`src/rtl/ide_host_pkg.sv`:
```
// Shared types and constants for the ATA/IDE PIO host initiator.
package ide_host_pkg;

  // Width of the phase and iordy-extension counters.
  localparam int CNT_W   = 8;
  localparam int CNT_MAX = (1 << CNT_W) - 1;

  // Bus sequencing states.
  typedef enum logic [2:0] {
    BUSRST,
    IDLE,
    SETUP,
    ACTIVE,
    HOLD,
    DONE
  } state_e;

  // Command block registers (selected with cs1fx_).
  localparam logic [2:0] REG_DATA     = 3'd0;
  localparam logic [2:0] REG_ERROR    = 3'd1;
  localparam logic [2:0] REG_FEATURES = 3'd1;
  localparam logic [2:0] REG_SECCNT   = 3'd2;
  localparam logic [2:0] REG_SECNR    = 3'd3;
  localparam logic [2:0] REG_CYLLO    = 3'd4;
  localparam logic [2:0] REG_CYLHI    = 3'd5;
  localparam logic [2:0] REG_DRVHEAD  = 3'd6;
  localparam logic [2:0] REG_STATUS   = 3'd7;
  localparam logic [2:0] REG_COMMAND  = 3'd7;

  // Control block registers (selected with cs3fx_).
  localparam logic [2:0] REG_ALTSTATUS = 3'd6;
  localparam logic [2:0] REG_DEVCTRL   = 3'd6;

endpackage

```
`src/rtl/ide_host_sync.sv`:
```
// Two-flop synchronizer for asynchronous IDE bus inputs (iordy, intrq).
module ide_host_sync (
  input  logic clk,
  input  logic reset_,
  input  logic d,
  output logic q
);

  logic meta;

  // Shift the input through two flops; both clear to 0 on reset.
  always_ff @(posedge clk or negedge reset_) begin
    if (!reset_) begin
      meta <= 1'b0;
      q    <= 1'b0;
    end else begin
      // NOTE: non-blocking assignments make both flops sample together, giving a true two-stage delay.
      meta <= d;
      q    <= meta;
    end
  end

endmodule

```
`src/rtl/ide_host_master.sv`:
```
// ATA/IDE PIO host initiator: turns single register read/write requests
// into timed da/cs/strobe/data bus cycles, honours iordy with a timeout,
// drives the bus hardware reset and synchronizes intrq.
module ide_host_master
  import ide_host_pkg::*;
#(
  parameter int T_SETUP       = 2,
  parameter int T_ACTIVE      = 4,
  parameter int T_RECOVER     = 2,
  parameter int IORDY_TIMEOUT = 64,
  parameter int RESET_CYCLES  = 16
) (
  input  logic        clk,
  input  logic        reset_,
  // Request side
  input  logic        req_valid,
  output logic        req_ready,
  input  logic        req_write,
  input  logic        req_ctrl,
  input  logic [2:0]  req_addr,
  input  logic [15:0] req_wdata,
  // Response side
  output logic        rsp_valid,
  output logic [15:0] rsp_rdata,
  output logic        rsp_timeout,
  input  logic        host_rst_req,
  output logic        irq,
  // IDE bus
  output logic [2:0]  da,
  output logic        cs1fx_,
  output logic        cs3fx_,
  output logic        dior_,
  output logic        diow_,
  output logic [15:0] dd_out,
  output logic        dd_oe,
  input  logic [15:0] dd_in,
  input  logic        iordy,
  input  logic        intrq,
  output logic        ide_reset_
);

  // Every timing parameter must fit the 8-bit counters and be at least 1.
  if (T_SETUP < 1 || T_SETUP > CNT_MAX ||
      T_ACTIVE < 1 || T_ACTIVE > CNT_MAX ||
      T_RECOVER < 1 || T_RECOVER > CNT_MAX ||
      IORDY_TIMEOUT < 1 || IORDY_TIMEOUT > CNT_MAX ||
      RESET_CYCLES < 1 || RESET_CYCLES > CNT_MAX) begin : g_param_check
    $error("ide_host_master: timing parameters must lie in 1..255");
  end

  // Terminal counts, one less than the phase length because counting starts at 0.
  localparam logic [CNT_W-1:0] SETUP_LAST   = CNT_W'(T_SETUP - 1);
  localparam logic [CNT_W-1:0] ACTIVE_LAST  = CNT_W'(T_ACTIVE - 1);
  localparam logic [CNT_W-1:0] RECOVER_LAST = CNT_W'(T_RECOVER - 1);
  localparam logic [CNT_W-1:0] RESET_LAST   = CNT_W'(RESET_CYCLES - 1);
  localparam logic [CNT_W-1:0] EXT_LIMIT    = CNT_W'(IORDY_TIMEOUT);
  localparam logic [CNT_W-1:0] CNT_ONE      = CNT_W'(1);

  state_e           state;
  logic [CNT_W-1:0] cnt;        // cycles spent in the current phase
  logic [CNT_W-1:0] ext;        // strobe-low cycles added while waiting on iordy
  logic             lat_write;  // direction of the transfer in flight
  logic             to_flag;    // iordy timeout seen on the transfer in flight
  logic             iordy_s;

  ide_host_sync u_sync_iordy (
    .clk    (clk),
    .reset_ (reset_),
    .d      (iordy),
    .q      (iordy_s)
  );

  ide_host_sync u_sync_intrq (
    .clk    (clk),
    .reset_ (reset_),
    .d      (intrq),
    .q      (irq)
  );

  // Bus sequencer: state, counters and every registered bus/response output.
  always_ff @(posedge clk or negedge reset_) begin
    if (!reset_) begin
      state       <= BUSRST;
      cnt         <= '0;
      ext         <= '0;
      lat_write   <= 1'b0;
      to_flag     <= 1'b0;
      ide_reset_  <= 1'b0;
      cs1fx_      <= 1'b1;
      cs3fx_      <= 1'b1;
      dior_       <= 1'b1;
      diow_       <= 1'b1;
      da          <= '0;
      dd_oe       <= 1'b0;
      dd_out      <= '0;
      req_ready   <= 1'b0;
      rsp_valid   <= 1'b0;
      rsp_timeout <= 1'b0;
      rsp_rdata   <= '0;
    end else begin
      // Response flags are single-cycle; only the HOLD exit raises them.
      rsp_valid   <= 1'b0;
      rsp_timeout <= 1'b0;

      case (state)
        BUSRST: begin
          if (cnt == RESET_LAST) begin
            cnt        <= '0;
            ide_reset_ <= 1'b1;
            req_ready  <= 1'b1;
            state      <= IDLE;
          end else begin
            cnt <= cnt + CNT_ONE;
          end
        end

        IDLE: begin
          // A request wins over a simultaneous bus reset request, which is dropped.
          if (req_valid && req_ready) begin
            req_ready <= 1'b0;
            lat_write <= req_write;
            da        <= req_addr;
            cs1fx_    <= req_ctrl;
            cs3fx_    <= ~req_ctrl;
            if (req_write) begin
              dd_out <= req_wdata;
              dd_oe  <= 1'b1;
            end
            cnt   <= '0;
            ext   <= '0;
            state <= SETUP;
          end else if (host_rst_req) begin
            req_ready  <= 1'b0;
            ide_reset_ <= 1'b0;
            cnt        <= '0;
            state      <= BUSRST;
          end
        end

        SETUP: begin
          if (cnt == SETUP_LAST) begin
            cnt <= '0;
            if (lat_write) diow_ <= 1'b0;
            else           dior_ <= 1'b0;
            state <= ACTIVE;
          end else begin
            cnt <= cnt + CNT_ONE;
          end
        end

        ACTIVE: begin
          if (cnt != ACTIVE_LAST) begin
            cnt <= cnt + CNT_ONE;
          end else if (iordy_s || ext == EXT_LIMIT) begin
            // Strobe rises on this edge, so read data is sampled on the same edge.
            dior_ <= 1'b1;
            diow_ <= 1'b1;
            if (!lat_write) rsp_rdata <= dd_in;
            to_flag <= ~iordy_s;
            cnt     <= '0;
            state   <= HOLD;
          end else begin
            ext <= ext + CNT_ONE;
          end
        end

        HOLD: begin
          if (cnt == RECOVER_LAST) begin
            cs1fx_      <= 1'b1;
            cs3fx_      <= 1'b1;
            dd_oe       <= 1'b0;
            rsp_valid   <= 1'b1;
            rsp_timeout <= to_flag;
            to_flag     <= 1'b0;
            cnt         <= '0;
            state       <= DONE;
          end else begin
            cnt <= cnt + CNT_ONE;
          end
        end

        DONE: begin
          req_ready <= 1'b1;
          state     <= IDLE;
        end

        default: begin
          state <= BUSRST;
        end
      endcase
    end
  end

endmodule

```
`config.mk`:
```
export PLATFORM = sky130hd
export DESIGN_NAME = ide_host_master
export DESIGN_NICKNAME = d
export VERILOG_FILES = /design/src/rtl/ide_host_pkg.sv /design/src/rtl/ide_host_sync.sv /design/src/rtl/ide_host_master.sv
export SDC_FILE = /design/constraint.sdc
export NUM_CORES = 1
export LEC_CHECK = 0
export BUFFER_PORTS_ARGS = -buffer_cell sky130_fd_sc_hd__clkbuf_2
export CAP_MARGIN = 20
export CORE_ASPECT_RATIO = 2
export CORE_MARGIN = 1.5
export CORE_UTILIZATION = 50
export CTS_BUF_LIST = sky130_fd_sc_hd__clkbuf_4 sky130_fd_sc_hd__clkbuf_8
export CTS_CLUSTER_SIZE = 28
export DETAILED_ROUTE_END_ITERATION = 16
export HOLD_SLACK_MARGIN = 0.06
export PLACE_DENSITY = 0.77
export SETUP_SLACK_MARGIN = 0.4
export SYNTH_ARGS = -nofsm -noshare
export SYNTH_HDL_FRONTEND = slang
export SYNTH_SLANG_ARGS = --single-unit
```
`constraint.sdc`:
```
create_clock -name clk -period 2.6 [get_ports clk]
set_input_delay 0.13 -clock clk [delete_from_list [all_inputs] [get_ports clk]]
set_output_delay 0.13 -clock clk [all_outputs]
set_load 0.05 [all_outputs]
```
==> impl_metrics.ini <==
[power]
combinationalPowerShare = 0.495
power.density_mw_per_mm2 = 1220
ir_worst_vdd_mv = 0.851
p_clk_frac = 0.151
p_int_mw = 2.77
p_seq_frac = 0.354
fin_total_pwr_mw = 5.35
p_switching_mw = 2.58
leakagePower_nw = 2.16
switching_share = 0.482

[yosys]
yosysWarnings = 0
syn_area_mm2 = 0.00307
async_reset_ff_frac = 1.00
syn_inst = 265
syn_avg_cell_area_um2 = 11.6
yosys.cell_types.count = 48
ys_ff_latch = 69
yosysSeqAreaShare = 0.564
synth-edff-count = 0
synth_ff_type = dfrtp_1
syn_nets = 312

[sta]
post-route-period-util = 0.827
fin_crit_ns = 2.15
holdWs_ns = 0.0763
setup_viol = 0
tns_ns = 0
worst_pin_slew_ns = 0.758
worst_slack_ns = 0.449
fin_skew_ns = 0.0110
final_max_slew_viol_count = 0
relSlewSlack = 0.495
hold_violations = 0
fmax_ghz = 0.465
grt_setup_unrepaired = no

[clock_network]
clk_latency_ns = 0.35
clockRootBuffer = clkbuf_8
cts_tree = built
numCtsBuffers = 9
clk_pin_slew_ns = 0.08
cts_buffer_depth = 2
htreeDepth = 3
cts.sinks = 69

[global_routing]
antenna_found_initial = 0
grt_util_met3 = 0.0658
grt_first_pass_wirelength_mm = 12.4
grt_usage = 0.254
grt_pass1_vias = 2737
grt_overflow_total = 0
grt_max_degree = 39
use_met2 = 0.450
grt_busiest_layer = met2
use_met1 = 0.242

[placed_design]
dpl.hpwl_mm = 5.19
gp_congestion = 0.836
dp.cells = 413
port_buffers = 87
place_ws_ns = 0.188
placed_area_mm2 = 0.00362

[setup_path]
cp.required_ns = 2.88
cp_data_arrival_time_ns = 2.43
path_max_fanout = 16
cp-start-kind = flip-flop
slowest_delay_ns = 0.57
crit_family = simple AND/OR/NAND/NOR gates
crit_type = reg -> reg
crit_chain = and3b_2 -> nand4_2 -> a22o_4 -> or4_1 -> a21oi_1
endpoint_kind = flip-flop
slowest_stage = dfrtp_2
critPathBufInv = 0

[routing]
vias = 2748
post_drt_wl_per_cell_um = 17.9
postRouteAntennaNets = 0
drcViolationCount = 0
drtIter0Drc = 92
drt_wl_total_mm = 8.49
drt_pre_antenna_iters = 4
viasPerCell = 5.79

[die]
die_w_um = 58.4
dieArea_mm2 = 0.00665
core_region_area_mm2 = 0.00596
rows = 40
initial_core_util = 0.515
pin_count = 88
fp.dieH_um = 114

[final_layout]
drive_gt1_frac = 0.447
nets = 455
diodes = 0
final_area_mm2 = 0.00440
stdcell_count = 475
final_core_util = 0.738
syn_to_final_growth_pct = 43.3

[flow_run]
max-cap-violations = 0

[outcome]
outcome = complete, no violations

[hold_path]
hold_class = in -> reg
[power by group through the flow]
stage	clock (mW)	combinational [mW]	sequential (mW)
detailed placement	0	2.35	1.85
finish	0.808	2.65	1.89
global route	0.861	2.81	1.94
CTS	0.816	2.46	1.84
global placement	0	2.31	1.81
floorplan	0	0.879	2.71
[cells in the mapped netlist (all sizes together), types with 3 or more instances]
master	instances	area, um^2
buf	4	22.5
mux2	35	394
dfrtp	65	1630
or3	6	38.8
a21o	3	23.8
dfstp	4	105
a21oi	14	70.1
nor4	3	33.8
nand2	27	101
o21ai	20	100
ha	4	50.1
inv	7	26.3
nand3	8	40.0
a211o	3	26.3
a22o	4	37.5
nor2	14	52.6
nor3	8	45.0
nand4	4	31.3
clkbuf	5	20.0
[repair_timing]
item	4_1_cts	5_1_grt
pin swaps	2	4
setup endpoints to repair	25	38
hold buffers	39	0
endpoints found under the hold margin	68	0
gates resized for setup	8	21
gates cloned	1	1
buffers inserted	1	5
[layout by cell type, fill, tap and decap left out, drive strengths merged, types with 2 or more instances in the layout]
cell	instances
clkbuf	99
dfrtp	65
dlygate4sd3	39
mux2	35
nand2	27
o21ai	20
a21oi	14
nor2	14
buf	14
nand3	8
nor3	8
inv	7
or3	6
dfstp	4
nand4	4
a22o	4
ha	4
a211o	3
a21o	3
nor4	3
and2	2
nand3b	2
nor3b	2
nor4b	2
and3	2
a31oi	2
a311oi	2
clkinv	2
[final cells by class]
| cell class | instances | area, um^2 |
|---|---|---|
| clock buffer | 12 | 159 |
| clock inverter | 3 | 21.3 |
| fill | 361 | 1560 |
| inverter | 7 | 26.3 |
| multi-input combinational | 181 | 1400 |
| sequential | 69 | 1740 |
| tap | 63 | 78.8 |
| timing repair buffer | 140 | 972 |
[cell families (layout without fill, tap and decap cells)]
family                     count (synthesis)  after routing  synth area share
AOI/OAI and AO/OA                         54             55             0.115
adders and majority gates                  4              4            0.0163
buffers and inverters                     16            162            0.0224
DFF                                       69             69             0.564
muxes                                     36             36             0.132
and+or+nand+nor                           86             86             0.151
[registers in the layout, indices dropped and copies added (netlist names), 3 cells and up]
register   cells
da             3
rsp_rdata     16
state          3
ext            8
dd_out        16
cnt            8
[worst paths after layout]
check / cells past startpoint / from / slack [ns] / to
min: 4 / host_rst_req / 0.08 / ide_reset_
min reg2reg: 0 / u_sync_intrq.meta / 0.35 / u_sync_intrq.q
max: 5 / state[0] / 0.45 / ext[7]
min in group asynchronous: 2 / reset_ / 0.39 / ext[4]
max reg2reg: 5 / state[0] / 0.45 / ext[7]
max in group asynchronous: 3 / reset_ / 1.49 / dior_
[layer usage]
layer	vias to the layer above	part of all wire
li1	1249	-
met1	1368	0.32
met2	95	0.59
met3	36	0.042
met4	0	0.050
met5	-	0
[worst min-delay path, stage by stage]
cell	delay, ns
clkbuf_2	0.09
nand3_1	0.06
nand2_1	0.04
o21ai_0	0.07
No activity file was read; power rests on OpenSTA's default activity.
